--- config.mk ---
export PLATFORM = sky130hd
export DESIGN_NAME = fetch_pc_unit_flat
export DESIGN_NICKNAME = d
export VERILOG_FILES = /design/src/rtl/fetch_pkg.sv /design/src/rtl/fetch_pc_unit_if.sv /design/src/rtl/mux2.sv /design/src/rtl/pc_redirect_ctl.sv /design/src/rtl/fetch_pc_unit.sv /design/src/flat_wrapper.sv
export SDC_FILE = /design/constraint.sdc
export NUM_CORES = 1
export LEC_CHECK = 0
export BUFFER_PORTS_ARGS = -buffer_cell sky130_fd_sc_hd__buf_2
export CAP_MARGIN = 20
export CORE_ASPECT_RATIO = 0.7
export CORE_UTILIZATION = 42
export CTS_CLUSTER_SIZE = 24
export DETAILED_ROUTE_END_ITERATION = 10
export MAX_ROUTING_LAYER = met4
export PLACE_DENSITY = 0.76
export SLEW_MARGIN = 25
export SYNTH_ARGS = -nofsm -noshare
export SYNTH_HDL_FRONTEND = slang
export SYNTH_HIERARCHICAL = 1
export SYNTH_SLANG_ARGS = --single-unit
export TNS_END_PERCENT = 100
--- constraint.sdc ---
create_clock -name clk -period 3.21 [get_ports clk]
set_clock_uncertainty 0.05 [all_clocks]
set_input_delay 0.642 -clock clk [delete_from_list [all_inputs] [get_ports clk]]
set_output_delay 0.642 -clock clk [all_outputs]
set_load 0.02 [all_outputs]
--- src/rtl/fetch_pkg.sv ---
`default_nettype none
// ============================================================================
// Module  : fetch_pkg
// Purpose : Shared constants and types for the instruction-fetch stage.
//           NOP_INSTR        - bubble word loaded into IF/ID on a squash
//           DEFAULT_INC      - default sequential PC increment (bytes)
//           DEFAULT_RESET_PC - default PC after reset
//           redir_state_t    - redirect FSM state encoding {RUN, PEND}
// Revision: 1.0 - initial release
// ============================================================================
package fetch_pkg;

    localparam logic [31:0] NOP_INSTR        = 32'h0000_0000;
    localparam logic [31:0] DEFAULT_INC      = 32'd4;
    localparam logic [31:0] DEFAULT_RESET_PC = 32'h0000_0000;

    // RUN : no redirect outstanding
    // PEND: a redirect arrived during a stall and is held in the pending target
    typedef enum logic [0:0] {
        RUN  = 1'b0,
        PEND = 1'b1
    } redir_state_t;

endpackage : fetch_pkg
`default_nettype wire

--- src/rtl/fetch_pc_unit_if.sv ---
`default_nettype none
// ============================================================================
// Module  : fetch_pc_unit_if
// Purpose : Bundle of the fetch-stage control, instruction-memory and IF/ID
//           signals.
//           slave  - the fetch unit (drives imem_addr, ifid_*, fetch_count)
//           master - the environment (drives stall, br_*, imem_data)
// Ports   : stall, br_taken, br_target[N], imem_addr[N], imem_data[32],
//           ifid_instr[32], ifid_pc_plus4[N], ifid_valid, fetch_count[32]
// Revision: 1.0 - initial release
// ============================================================================
interface fetch_pc_unit_if #(
    parameter int N = 32
);
    logic          stall;
    logic          br_taken;
    logic [N-1:0]  br_target;
    logic [N-1:0]  imem_addr;
    logic [31:0]   imem_data;
    logic [31:0]   ifid_instr;
    logic [N-1:0]  ifid_pc_plus4;
    logic          ifid_valid;
    logic [31:0]   fetch_count;

    modport master (
        output stall, br_taken, br_target, imem_data,
        input  imem_addr, ifid_instr, ifid_pc_plus4, ifid_valid, fetch_count
    );

    modport slave (
        input  stall, br_taken, br_target, imem_data,
        output imem_addr, ifid_instr, ifid_pc_plus4, ifid_valid, fetch_count
    );
endinterface : fetch_pc_unit_if
`default_nettype wire

--- src/rtl/mux2.sv ---
`default_nettype none
// ============================================================================
// Module  : mux2
// Purpose : Generic 2-to-1 N-bit multiplexer cell.
// Ports   : i_sel (0 selects i_d0, 1 selects i_d1), i_d0[N], i_d1[N], o_y[N]
// Revision: 1.0 - initial release
// ============================================================================
module mux2 #(
    parameter int N = 32
) (
    input  wire logic         i_sel,
    input  wire logic [N-1:0] i_d0,
    input  wire logic [N-1:0] i_d1,
    output logic      [N-1:0] o_y
);
    assign o_y = i_sel ? i_d1 : i_d0;
endmodule : mux2
`default_nettype wire

--- src/rtl/pc_redirect_ctl.sv ---
`default_nettype none
// ============================================================================
// Module  : pc_redirect_ctl
// Purpose : Redirect bookkeeping for the fetch stage. A branch redirect that
//           arrives while the stage is stalled is buffered (newest wins) and
//           replayed on the first unstalled cycle.
// Ports   : clk, reset            - clock, synchronous active-high reset
//           i_stall               - fetch stall
//           i_br_taken/i_br_target- redirect request from ID
//           o_redir_active        - a redirect is requested this cycle
//           o_redir_target[N]     - the address to redirect to
// Revision: 1.0 - initial release
// ============================================================================
module pc_redirect_ctl
    import fetch_pkg::*;
#(
    parameter int N = 32
) (
    input  wire logic         clk,
    input  wire logic         reset,
    input  wire logic         i_stall,
    input  wire logic         i_br_taken,
    input  wire logic [N-1:0] i_br_target,
    output logic              o_redir_active,
    output logic      [N-1:0] o_redir_target
);
    redir_state_t r_state;
    logic [N-1:0] r_pend_target;

    always_ff @(posedge clk) begin
        if (reset) begin
            r_state       <= RUN;
            r_pend_target <= '0;
        end else begin
            case (r_state)
                RUN: begin
                    // Unstalled redirects are applied directly, never buffered
                    if (i_stall && i_br_taken) begin
                        r_state       <= PEND;
                        r_pend_target <= i_br_target;
                    end
                end
                PEND: begin
                    if (i_stall) begin
                        if (i_br_taken) begin
                            r_pend_target <= i_br_target;
                        end
                    end else begin
                        r_state <= RUN;
                    end
                end
                default: r_state <= RUN;
            endcase
        end
    end

    // Combinational on purpose: a live br_taken must steer the PC in the same
    // cycle, and it outranks any buffered target.
    assign o_redir_active = i_br_taken || (r_state == PEND);
    assign o_redir_target = i_br_taken ? i_br_target : r_pend_target;

endmodule : pc_redirect_ctl
`default_nettype wire

--- src/rtl/fetch_pc_unit.sv ---
`default_nettype none
// ============================================================================
// Module  : fetch_pc_unit
// Purpose : Instruction-fetch stage. Holds the PC, drives the instruction
//           memory address, selects the next PC (sequential or redirect) and
//           registers the fetched word into the IF/ID latch.
// Macro   : BRANCH_DELAY_SLOT_EN - when defined, the instruction in IF at the
//           moment a redirect is applied is kept as a delay slot; otherwise
//           it is squashed to a NOP bubble.
// Ports   : clk, reset - clock, synchronous active-high reset
//           bus        - fetch_pc_unit_if.slave (control, imem, IF/ID)
// Revision: 1.0 - initial release
// ============================================================================
module fetch_pc_unit
    import fetch_pkg::*;
#(
    parameter int           N        = 32,
    parameter logic [N-1:0] RESET_PC = N'(DEFAULT_RESET_PC),
    parameter logic [N-1:0] INC      = N'(DEFAULT_INC)
) (
    input  wire logic       clk,
    input  wire logic       reset,
    fetch_pc_unit_if.slave  bus
);
`ifdef BRANCH_DELAY_SLOT_EN
    localparam bit C_DELAY_SLOT = 1'b1;
`else
    localparam bit C_DELAY_SLOT = 1'b0;
`endif

    logic [N-1:0] r_pc;
    logic [31:0]  r_ifid_instr;
    logic [N-1:0] r_ifid_pc_plus4;
    logic         r_ifid_valid;
    logic [31:0]  r_fetch_count;

    logic [N-1:0] w_pc_plus_inc;
    logic [N-1:0] w_next_pc;
    logic         w_redir_active;
    logic [N-1:0] w_redir_target;
    logic         w_redir_apply;
    logic         w_squash;

    pc_redirect_ctl #(
        .N (N)
    ) u_redirect (
        .clk            (clk),
        .reset          (reset),
        .i_stall        (bus.stall),
        .i_br_taken     (bus.br_taken),
        .i_br_target    (bus.br_target),
        .o_redir_active (w_redir_active),
        .o_redir_target (w_redir_target)
    );

    // Modulo 2^N: wraps silently past all-ones
    assign w_pc_plus_inc = r_pc + INC;

    mux2 #(
        .N (N)
    ) u_next_pc_mux (
        .i_sel (w_redir_active),
        .i_d0  (w_pc_plus_inc),
        .i_d1  (w_redir_target),
        .o_y   (w_next_pc)
    );

    // A redirect only takes effect on an unstalled edge; the word in IF at
    // that edge is the one that may be squashed.
    assign w_redir_apply = !bus.stall && w_redir_active;
    assign w_squash      = w_redir_apply && !C_DELAY_SLOT;

    always_ff @(posedge clk) begin
        if (reset) begin
            r_pc            <= RESET_PC;
            r_ifid_instr    <= NOP_INSTR;
            r_ifid_pc_plus4 <= '0;
            r_ifid_valid    <= 1'b0;
            r_fetch_count   <= '0;
        end else if (!bus.stall) begin
            r_pc            <= w_next_pc;
            r_ifid_pc_plus4 <= w_pc_plus_inc;
            if (w_squash) begin
                r_ifid_instr <= NOP_INSTR;
                r_ifid_valid <= 1'b0;
            end else begin
                r_ifid_instr  <= bus.imem_data;
                r_ifid_valid  <= 1'b1;
                r_fetch_count <= r_fetch_count + 32'd1;
            end
        end
    end

    assign bus.imem_addr     = r_pc;
    assign bus.ifid_instr    = r_ifid_instr;
    assign bus.ifid_pc_plus4 = r_ifid_pc_plus4;
    assign bus.ifid_valid    = r_ifid_valid;
    assign bus.fetch_count   = r_fetch_count;

endmodule : fetch_pc_unit
`default_nettype wire

--- src/flat_wrapper.sv ---
// flat-port wrapper written by rule: the top's interface ports become plain ports
module fetch_pc_unit_flat import fetch_pkg::*;
#(
    parameter int           N        = 32,
    parameter logic [N-1:0] RESET_PC = N'(DEFAULT_RESET_PC),
    parameter logic [N-1:0] INC      = N'(DEFAULT_INC)
)
  (clk, reset, bus_stall, bus_br_taken, bus_br_target, bus_imem_data, bus_imem_addr, bus_ifid_instr, bus_ifid_pc_plus4, bus_ifid_valid, bus_fetch_count);
  fetch_pc_unit_if #(.N(N)) bus_i ();
  input  wire logic clk;
  input  wire logic reset;
  input wire logic [$bits(bus_i.stall)-1:0] bus_stall;
  input wire logic [$bits(bus_i.br_taken)-1:0] bus_br_taken;
  input wire logic [$bits(bus_i.br_target)-1:0] bus_br_target;
  input wire logic [$bits(bus_i.imem_data)-1:0] bus_imem_data;
  output wire logic [$bits(bus_i.imem_addr)-1:0] bus_imem_addr;
  output wire logic [$bits(bus_i.ifid_instr)-1:0] bus_ifid_instr;
  output wire logic [$bits(bus_i.ifid_pc_plus4)-1:0] bus_ifid_pc_plus4;
  output wire logic [$bits(bus_i.ifid_valid)-1:0] bus_ifid_valid;
  output wire logic [$bits(bus_i.fetch_count)-1:0] bus_fetch_count;
  assign bus_i.stall = bus_stall;
  assign bus_i.br_taken = bus_br_taken;
  assign bus_i.br_target = bus_br_target;
  assign bus_i.imem_data = bus_imem_data;
  assign bus_imem_addr = bus_i.imem_addr;
  assign bus_ifid_instr = bus_i.ifid_instr;
  assign bus_ifid_pc_plus4 = bus_i.ifid_pc_plus4;
  assign bus_ifid_valid = bus_i.ifid_valid;
  assign bus_fetch_count = bus_i.fetch_count;
  fetch_pc_unit #(.N(N), .RESET_PC(RESET_PC), .INC(INC)) u_core (.clk(clk), .reset(reset), .bus(bus_i));
endmodule
# Word-level counts from Yosys, hierarchy flattened
# Cells that the tools add are included.
[word_totals] reg_bits=162 input_bits=68 output_inout_bits=129
[classes] add_sub_neg=2 n_eq_ne=2 muxes=10 n_bitwise=3 reduce_logical=6
[ops] operator="2-to-1 mux 32 bit" n=5
[ops] operator="one-hot mux 32 bit (2 select lines)" n=1
[ops] operator="adder 32 x 1 -> 32 bit, second input constant" n=1
[ops] operator="adder 32 x 3 -> 32 bit, second input constant" n=1
[ops] operator="!= test 2 bit, second input constant" n=2
[ops] operator="AND reduction 2 bit" n=2
[ops] operator="2-to-1 mux 1 bit" n=3
[ops] operator="inverter 1 bit" n=3
[ops] operator="logical AND 1 bit" n=2
[ops] operator="one-hot mux 1 bit (2 select lines)" n=1
[ops] operator="logical NOT 1 bit" n=1
[ops] operator="logical OR 1 bit" n=1

# Longest topological paths before layout
# Gate-level depths: netlist (run 1).
[logic_depth] depth_word=4 mapped_depth=9 mapped_depth_nobuf=8

# Cells and area by module
# Netlist (run 1), hierarchy kept.
[modules_own_cells] module="fetch_pc_unit" instances=1 cells_each=641 area_each_um2=5662.9
[modules_own_cells] module="pc_redirect_ctl" instances=1 cells_each=185 area_each_um2=1826.8
[modules_own_cells] module="mux2" instances=1 cells_each=36 area_each_um2=544.3

# Worst setup path before layout (run 1)
# No wires, ideal clock.
[synth_path] path_kind="input to register" start="input bus_br_taken" end="register u_core.r_fetch_count[31], in the netlist u_core/bus.fetch_count[31]" setup_time_ps=121 t_arrival_ps=2756 setup_slack_ps=284 path_stages=8 path_cell_list="buf_6 -> buf_6 -> or2_1 -> or3b_1 -> or4_1 -> clkbuf_1 -> nor4_1 -> mux2_2"
[synth_via] elab_chain_cells=4
[synth_lines] item="from (decl)" line="flat_wrapper.sv:13" rtl="input wire logic [$bits(bus_i.br_taken)-1:0] bus_br_taken;"
[synth_lines] item="logical OR 1 bit" line="pc_redirect_ctl.sv:59" rtl="assign o_redir_active = i_br_taken || (r_state == PEND);"
[synth_lines] item="named net u_core.w_redir_active" line="fetch_pc_unit.sv:39" rtl="logic w_redir_active;"
[synth_lines] item="logical AND 1 bit" line="fetch_pc_unit.sv:70" rtl="assign w_redir_apply = !bus.stall && w_redir_active;"
[synth_lines] item="inverter 1 bit (no line)"
[synth_lines] item="AND reduction 2 bit (no line)"
[synth_lines] item="to (signal assigned)" line="fetch_pc_unit.sv:89" rtl="r_fetch_count <= r_fetch_count + 32'd1;"
[synth_lines] item="to (decl)" line="fetch_pc_unit.sv:35" rtl="logic [31:0] r_fetch_count;"
# The timed path passes the listed nets, and every way through them passes these cells.
# A chain may end at the register's enable or synchronous reset.

# Final worst setup path (run 1)
[layout_path] start="register u_core.r_pc[2], in the netlist u_core/bus.imem_addr[2]" end="register u_core.r_pc[26], in the netlist u_core/bus.imem_addr[26]"
[layout_via] elab_chain_cells=2
[layout_lines] item="from (decl)" line="fetch_pc_unit.sv:31" rtl="logic [N-1:0] r_pc;"
[layout_lines] item="from (signal assigned)" line="fetch_pc_unit.sv:81" rtl="r_pc <= w_next_pc;"
[layout_lines] item="adder 32 x 3 -> 32 bit" line="fetch_pc_unit.sv:57" rtl="assign w_pc_plus_inc = r_pc + INC;"
[layout_lines] item="named net u_core.w_pc_plus_inc[26]" line="fetch_pc_unit.sv:37" rtl="logic [N-1:0] w_pc_plus_inc;"
[layout_lines] item="2-to-1 mux 32 bit" line="mux2.sv:16" rtl="assign o_y = i_sel ? i_d1 : i_d0;"
[layout_lines] item="named net u_core.w_next_pc[26]" line="fetch_pc_unit.sv:38" rtl="logic [N-1:0] w_next_pc;"
# The timed path passes the listed nets, and every way through them passes these cells.

==> out/summary.log, run 1 <==
INFO  run_status     outcome=finished clean
INFO  logic_synthesis arithmetic_cell_share_of_the_synthesized_area_counting_full_adders_half_adders_and_majority_gates=0.311%
INFO  clock_network  setup_repair_bufs_after_cts=0
INFO  timing         finalHoldViolations=0
INFO  die            die_height=118um
INFO  detailed_routing vias_per_cell=5.57
INFO  clock_network  cts.sinks=162
INFO  final_layout   post_route_cells_drive_above_1_share=34.5%
INFO  logic_synthesis main_combinational_cell_family_by_area_after_synthesis=simple AND/OR/NAND/NOR gates
INFO  setup_path     path_type_of_the_worst_setup_path=register to register
INFO  worst_hold_path hp-class=input pin to register
INFO  final_layout   synthesis_to_finish_area_growth=21.5%
INFO  logic_synthesis post_synth_edffs=0
INFO  placement      hpwl=14.8mm
INFO  clock_network  tritoncts_clock_tree=done
INFO  clock_network  post_cts_resized=0
INFO  clock_network  cts.hold.buffers_added=0
INFO  timing         worst_margin_slew=0.954ns
INFO  detailed_routing drt-total-wl=21.6mm
INFO  clock_network  latest_clock_arrival_within_the_worst_skew_pair=0.42ns
INFO  clock_network  h_tree_depth=4
INFO  timing         min_period=2.85ns
INFO  detailed_routing iter_0_drt_violations=578
INFO  clock_network  clockRootBuffer=sky130_fd_sc_hd__clkbuf_16
INFO  timing         timing.setup.tns=0ns
INFO  timing         finalSetupViolCount=0
INFO  pwr            power_per_cell_area=523nW/um2
INFO  logic_synthesis postSynthRegisterBits=162
INFO  pwr            irDropWorstVdd=0.000338V
INFO  detailed_routing number_of_drc_violations_after_detailed_routing=0
INFO  final_layout   number_of_nets_in_the_layout=1091
INFO  pwr            power.static_leakage=4.33nW
INFO  flow_run       maxCapViolations=0
INFO  detailed_routing route.vias.total=7075
INFO  global_routing grt_pass1_wl=34.3mm
INFO  final_layout   postLayoutCoreUtil=53.1%
INFO  global_routing number_of_global_route_vias_before_repair=6539
INFO  logic_synthesis synthesized_cell_area=8030um2
INFO  setup_path     startpoint_type=register
INFO  global_routing gr-total-overflow=0
INFO  timing         setup_repair_after_global_routing_missed_its_margin=false
INFO  global_routing grt_start_max_net_pins=151
INFO  detailed_routing firstDrtPassIters=6
INFO  logic_synthesis ys_warns=6
INFO  global_routing track_usage=22.4%
INFO  timing         slew_viol_final=0
INFO  setup_path     timing.critical_path.to_type=register
INFO  placement      globalplace.congestion=0.869
INFO  setup_path     cp_data_required_time=3.44ns
INFO  logic_synthesis synthSimpleGateAreaFrac=18.7%
INFO  clock_network  cts-buffers-inserted=17
INFO  die            effective_utilization_at_floorplan=43.7%
INFO  logic_synthesis dominantRegCellSynth=sky130_fd_sc_hd__dfxtp_1
INFO  logic_synthesis sequential_cell_area_fraction_in_the_yosys_report=40.4%
INFO  detailed_routing antenna_violating_nets_post_route=0
INFO  logic_synthesis ys_types=54
INFO  logic_synthesis synthMuxAreaShare=15.1%
INFO  die            die_width=167um
INFO  die            design.core.area=18400um2
INFO  timing         max_slew_margin=36.4%
INFO  logic_synthesis post_synth.cell_area_avg=9.32um2
INFO  logic_synthesis synth_compound_gate_area_share=17.1%
INFO  clock_network  ctsLongestPathBuffers=2
INFO  logic_synthesis synth_fp_nets=932
INFO  timing         post-route-period-util=88.8%
INFO  setup_path     timing.critical_path.fanout_max=12
INFO  setup_path     critical_path_at=3.08ns
INFO  detailed_routing post_drt_wl_per_cell=17.0um
INFO  logic_synthesis synth-xor-area-share=2.51%
INFO  logic_synthesis synth_async_sr_flop_share=0%
INFO  logic_synthesis syn_inst=862
INFO  timing         max_clock_freq=351MHz
INFO  die            floorplan.die_area=19700um2
INFO  die            num_io_pins=197
INFO  placement      port_buffers=196
INFO  clock_network  clk_transition_reported_paths=0.07ns
INFO  global_routing antenna_found_initial=1
INFO  die            core.rowCount=41
layout make-up:
class | instances | area [um2]
diodes | 1 | 2.50
clock buffers | 20 | 457
clock inverters | 12 | 228
fillers | 1679 | 8610
inverters | 13 | 48.8
multi-input cells | 612 | 4330
flip-flops and latches | 162 | 3240
well taps | 236 | 295
repair buffers | 215 | 1160
layer usage:
layer / up-vias / share of wire (%) / GRT usage, %
li1: 3446 / - / -
met1: 3327 / 47 / 29.5
met2: 279 / 44 / 33.3
met3: 23 / 7.5 / 6.39
met4: 0 / 1.6 / 6.25
met5: - / 0 / -
synthesized netlist by cell type (all sizes together) (2+ instances only):
library cell,count,area share (%)
xnor2,11,1.2
nor3,8,0.50
and3,8,0.62
nor2,98,4.6
a311oi,7,0.76
o31ai,14,1.3
a2111oi,3,0.33
o311a,7,0.87
buf,30,3.1
ha,2,0.31
a22oi,32,3.0
nand3b,2,0.19
mux2,66,11
nor2b,4,0.31
nor4,14,1.2
or4,18,1.7
nand2b,11,0.86
o211a,4,0.50
dfxtp,162,40
a21bo,34,4.2
a21boi,2,0.19
nand2,32,1.5
or2,9,0.70
nand3,51,3.2
and2,2,0.16
xor2,12,1.3
o31a,3,0.33
or3,9,0.70
clkbuf,45,2.1
o21a,9,0.84
o21ai,11,0.69
inv,13,0.61
a21oi,60,3.7
nand4,20,1.6
mux2i,36,4.5
and4,5,0.55
where the power goes:
part           total [mW]  switching, mW  internal [mW]
clock network        2.36          0.854           1.51
registers            2.14         0.0568           2.09
logic               0.598          0.333          0.265
per-stage QoR:
step	hold slack, ns	instances	setup WS, ns	power (mW)	cell area (um2)
floorplan	0.457	862	0.284	2.61	8030
global placement	0.398	1238	0.268	2.77	9070
detailed placement	0.404	1238	0.219	2.78	9070
CTS	0.386	1270	0.388	5.13	9760
global route	0.397	1271	0.235	5.27	9760
finish	0.399	1271	0.358	5.10	9760
layout by cell type (no fill, tap or decap), types with 8 or more instances in the layout:
cell | netlist | layout
sky130_fd_sc_hd__nand3_1 | 51 | 51
sky130_fd_sc_hd__inv_1 | 13 | 13
sky130_fd_sc_hd__a21bo_2 | 32 | 32
sky130_fd_sc_hd__clkbuf_16 | 0 | 17
sky130_fd_sc_hd__or3_1 | 9 | 9
sky130_fd_sc_hd__mux2_4 | 30 | 30
sky130_fd_sc_hd__buf_4 | 8 | 18
sky130_fd_sc_hd__mux2i_1 | 36 | 36
sky130_fd_sc_hd__nor3_1 | 8 | 8
sky130_fd_sc_hd__buf_2 | 8 | 194
sky130_fd_sc_hd__xor2_1 | 12 | 12
sky130_fd_sc_hd__nor4_1 | 13 | 13
sky130_fd_sc_hd__xnor2_1 | 11 | 11
sky130_fd_sc_hd__nand2_1 | 32 | 32
sky130_fd_sc_hd__nor2_1 | 98 | 97
sky130_fd_sc_hd__o21ai_0 | 11 | 11
sky130_fd_sc_hd__or4_1 | 17 | 17
sky130_fd_sc_hd__nand4_1 | 20 | 20
sky130_fd_sc_hd__and3_1 | 8 | 8
sky130_fd_sc_hd__a22oi_1 | 32 | 32
sky130_fd_sc_hd__dfxtp_1 | 162 | 162
sky130_fd_sc_hd__nand2b_1 | 11 | 11
sky130_fd_sc_hd__or2_2 | 8 | 9
sky130_fd_sc_hd__o21a_1 | 9 | 9
sky130_fd_sc_hd__o31ai_1 | 14 | 14
sky130_fd_sc_hd__mux2_2 | 36 | 36
sky130_fd_sc_hd__a21oi_1 | 60 | 60
flip-flops by register name, summed over array words and instances (netlist names):
name / count
u_core/bus.fetch_count: 32
u_core/bus.ifid_instr: 32
u_core/bus.ifid_pc_plus4: 32
u_core/bus.imem_addr: 32
u_core/u_redirect/r_pend_target: 32
u_core/bus.ifid_valid: 1
u_core/u_redirect/r_state: 1
cells by family after synthesis:
family | count (synthesis)
muxes | 102
adders and majority gates | 2
DFF | 162
AOI/OAI and AO/OA | 190
buffers and inverters | 88
and+or+nand+nor | 295
xor gates and xnor gates | 23
worst max-delay path, stage by stage (launching register included):
cell and delay [ns]:
sky130_fd_sc_hd__dfxtp_1 0.33, sky130_fd_sc_hd__ha_1 0.32, sky130_fd_sc_hd__inv_1 0.10, sky130_fd_sc_hd__or4_1 0.78
sky130_fd_sc_hd__o31a_1 0.38, sky130_fd_sc_hd__or2_2 0.29, sky130_fd_sc_hd__mux2_4 0.27, sky130_fd_sc_hd__mux2i_1 0.13
sky130_fd_sc_hd__nor2_1 0.06
worst paths after layout:
check	start	end	slack (ns)	cells past startpoint
max	u_core/bus.imem_addr[2]	u_core/bus.imem_addr[26]	0.36	8
min	bus_imem_data[15]	u_core/bus.ifid_instr[15]	0.40	3
max reg2reg	u_core/bus.imem_addr[2]	u_core/bus.imem_addr[26]	0.36	8
min reg2reg	u_core/bus.ifid_pc_plus4[6]	u_core/bus.ifid_pc_plus4[6]	0.42	2
(Power assumes the default switching activity.)
==> run 2: changes to the inputs <==
--- a/config.mk
+++ b/config.mk
@@ -12,7 +12,7 @@
 export CTS_CLUSTER_SIZE = 24
 export DETAILED_ROUTE_END_ITERATION = 10
 export MAX_ROUTING_LAYER = met4
-export PLACE_DENSITY = 0.76
+export PLACE_DENSITY = 0.74
 export SLEW_MARGIN = 25
 export SYNTH_ARGS = -nofsm -noshare
 export SYNTH_HDL_FRONTEND = slang
==> constraint.sdc (replaced) <==
create_clock -name clk -period 2.33 [get_ports clk]
set_clock_uncertainty 0.05 [all_clocks]
set_input_delay 0.466 -clock clk [delete_from_list [all_inputs] [get_ports clk]]
set_output_delay 0.466 -clock clk [all_outputs]
set_load 0.02 [all_outputs]
==> run 2 against run 1 <==
Net effect: the run now ends with setup timing left; largest cell class unchanged; first-iteration DRC count up 4.8%; cell count up 3.5%; sequential share of layout area down 0.87 points; via count up 1.8%; critical path depth up 1; clock-buffer cell count up 1.
==> out/summary.log, run 2 (synthesis gave the netlist of run 1 again) <==
INFO  timing         post-route-period-util=101%
INFO  detailed_routing firstDrtPassIters=5
INFO  final_layout   synthesis_to_finish_area_growth=25.8%
INFO  worst_hold_path hold-path-cell-count=3
INFO  die            die_height=118um
INFO  clock_network  ctsLongestPathBuffers=2
INFO  global_routing track_usage=22.6%
INFO  clock_network  h_tree_depth=4
INFO  global_routing gr-total-overflow=0
INFO  die            die_width=167um
INFO  timing         worst_margin_slew=0.961ns
INFO  pwr            power_frac_clock=40.4%
INFO  setup_path     critical_path_at=2.62ns
INFO  clock_network  cts.sinks=162
INFO  timing         setup_repair_after_global_routing_missed_its_margin=true
INFO  clock_network  cts-buffers-inserted=17
INFO  global_routing antenna_found_initial=0
INFO  setup_path     critical_path.reg2reg.startpoint=u_core/bus.imem_addr[5]
INFO  global_routing grt_start_max_net_pins=175
INFO  final_layout   final_common_cell=sky130_fd_sc_hd__buf_2
INFO  final_layout   fill_cells=1660
INFO  setup_path     timing.critical_path.max_delay_family=simple AND/OR/NAND/NOR gates
INFO  final_layout   number_of_nets_in_the_layout=1139
INFO  detailed_routing iter_0_drt_violations=606
INFO  clock_network  clockRootBuffer=sky130_fd_sc_hd__clkbuf_16
INFO  global_routing grt_pass1_wl=34.7mm
INFO  placement      dpl_worst_slack=-0.225ns
INFO  worst_hold_path hold_start=bus_imem_data[30]
INFO  pwr            combPwrFrac=13.7%
INFO  clock_network  latest_clock_arrival_within_the_worst_skew_pair=0.43ns
INFO  pwr            power_per_cell_area=634nW/um2
INFO  final_layout   multi_input_area=4410um2
INFO  setup_path     crit_chain=nand4_1 -> buf_4 -> nor4_4 -> buf_4 -> a21boi_0 -> or2_2 -> mux2_4 -> mux2i_1 -> nor2_1
INFO  clock_network  tritoncts_clock_tree=done
INFO  die            core.rowCount=41
INFO  die            design.core.area=18400um2
INFO  pwr            power.static_leakage=4.54nW
INFO  final_layout   register_area=3270um2
INFO  detailed_routing antenna_violating_nets_post_route=0
INFO  placement      hpwl=14.8mm
INFO  flow_run       maxCapViolations=0
INFO  setup_path     cp_data_required_time=2.58ns
INFO  detailed_routing vias_per_cell=5.47
INFO  run_status     outcome=finished, violations left
INFO  timing         max_clock_freq=424MHz
INFO  setup_path     critical-path-max-stage-delay=0.33ns
INFO  timing         slew_viol_final=0
INFO  placement      globalplace.congestion=0.881
INFO  worst_hold_path min_delay_worst_endpoint=u_core/bus.ifid_instr[30]
INFO  setup_path     crit_path_top_delay_cell=sky130_fd_sc_hd__dfxtp_2
INFO  clock_network  cts.hold.buffers_added=0
INFO  timing         timing.setup.tns=-0.0744ns
INFO  pwr            total_net_switching_power=1.70mW
INFO  final_layout   post_route_cells_drive_above_1_share=39.9%
INFO  timing         finalSetupViolCount=4
INFO  setup_path     startpoint_type=register
INFO  timing         min_period=2.36ns
INFO  run_status     violated_checks=setup timing
INFO  pwr            switching_share=26.5%
INFO  final_layout   stdcell_area=10100um2
INFO  worst_hold_path hp-class=input pin to register
INFO  final_layout   layout.cells.most_common_list=sky130_fd_sc_hd__buf_2 (194), sky130_fd_sc_hd__dfxtp_1 (146), sky130_fd_sc_hd__nor2_1 (97)
INFO  timing         finalHoldViolations=0
INFO  setup_path     timing.critical_path.fanout_max=5
INFO  setup_path     ff2ff_path_depth=9
INFO  pwr            power_report.internal_total=4.71mW
INFO  clock_network  clk_transition_reported_paths=0.06ns
INFO  final_layout   fin_cells=1316
INFO  setup_path     timing.reg2reg.setup_slack=-0.03ns
INFO  die            floorplan.die_area=19700um2
INFO  detailed_routing drt-total-wl=22.0mm
INFO  setup_path     cpMostUsedCell=sky130_fd_sc_hd__buf_4
INFO  placement      dp.cells=1272
INFO  placement      placed_cell_area=9440um2
INFO  pwr            share_seq_of_total_power=46.0%
INFO  detailed_routing route.vias.total=7205
INFO  setup_path     cp.buffers_inverters=2
INFO  timing         finalWorstSetupSlack=-0.0308ns
INFO  setup_path     path_type_of_the_worst_setup_path=register to register
INFO  setup_path     timing.critical_path.to_type=register
INFO  timing         max_slew_margin=35.9%
INFO  placement      port_buffers=196
INFO  setup_path     crit-reg2reg-capture=u_core/bus.imem_addr[17]
INFO  final_layout   ant_diodes=0
INFO  die            num_io_pins=197
INFO  final_layout   postLayoutCoreUtil=55.0%
INFO  detailed_routing post_drt_wl_per_cell=16.7um
INFO  detailed_routing number_of_drc_violations_after_detailed_routing=0
INFO  global_routing number_of_global_route_vias_before_repair=6548
INFO  die            effective_utilization_at_floorplan=43.7%
INFO  pwr            irDropWorstVdd=0.000384V
[run 2: changes by cell type in the layout (fill, tap and decap cells not counted), sizes merged]
cell,delta
buf,+48
bufinv,-6
clkinv,+3
clkbuf,+1
clkinvlp,-1
diode,-1
inv,+1
[run 2: area by class of cell]
class / count / share of cell area (%)
flip-flops and latches: 162 / 32.4
clock buffers: 21 / 4.65
inverters: 13 / 0.483
clock inverters: 9 / 0.569
multi-input cells: 612 / 43.7
repair buffers: 263 / 15.3
well taps: 236 / 2.92
[run 2: per-layer routing]
| layer | GRT usage (%) | part of all wire, % |
|---|---|---|
| met5 | - | 0 |
| met4 | 6.02 | 1.3 |
| met3 | 6.49 | 6.3 |
| met2 | 33.8 | 45 |
| met1 | 29.8 | 47 |
[run 2: through the flow]
stage	hold WS [ns]	power, mW
5_1_grt	0.212	6.65
3_5_place_dp	0.405	3.86
6_report	0.218	6.40
2_1_floorplan	0.457	3.60
4_1_cts	0.200	6.45
3_3_place_gp	0.399	3.84
[run 2: worst max path at each step]
| stage | from | to | slack, ns | cells past startpoint |
|---|---|---|---|---|
| finish | u_core/bus.imem_addr[5] | u_core/bus.imem_addr[17] | -0.03 | 9 |
| global route | u_core/bus.imem_addr[5] | u_core/bus.imem_addr[17] | -0.11 | 9 |
| floorplan | bus_br_taken | u_core/bus.fetch_count[29] | -0.33 | 8 |
| detailed placement | bus_br_taken | u_core/bus.fetch_count[11] | -0.23 | 7 |
| global placement | bus_br_taken | u_core/bus.fetch_count[11] | -0.20 | 7 |
| CTS | u_core/bus.imem_addr[2] | u_core/bus.imem_addr[24] | -0.03 | 8 |
[run 2: power by group through the flow]
| stage | Clock (mW) | Sequential, mW | Combinational [mW] |
|---|---|---|---|
| floorplan | 0 | 3.09 | 0.508 |
| global placement | 0 | 3.00 | 0.841 |
| detailed placement | 0 | 3.01 | 0.854 |
| CTS | 2.64 | 2.94 | 0.865 |
| global route | 2.75 | 2.95 | 0.945 |
| finish | 2.59 | 2.94 | 0.875 |
[run 2: timing repair]
action / CTS / global route
pin swaps: 8 / 10
gates resized for setup: 2 / 9
setup endpoints to repair: 5 / 13
setup buffers: 7 / 7
[run 2: worst register-to-register path: stages (launching register included)]
cell,delay [ns]
sky130_fd_sc_hd__dfxtp_2,0.33
sky130_fd_sc_hd__nand4_1,0.25
sky130_fd_sc_hd__buf_4,0.27
sky130_fd_sc_hd__nor4_4,0.26
sky130_fd_sc_hd__buf_4,0.20
sky130_fd_sc_hd__a21boi_0,0.12
sky130_fd_sc_hd__or2_2,0.31
sky130_fd_sc_hd__mux2_4,0.26
sky130_fd_sc_hd__mux2i_1,0.13
sky130_fd_sc_hd__nor2_1,0.05
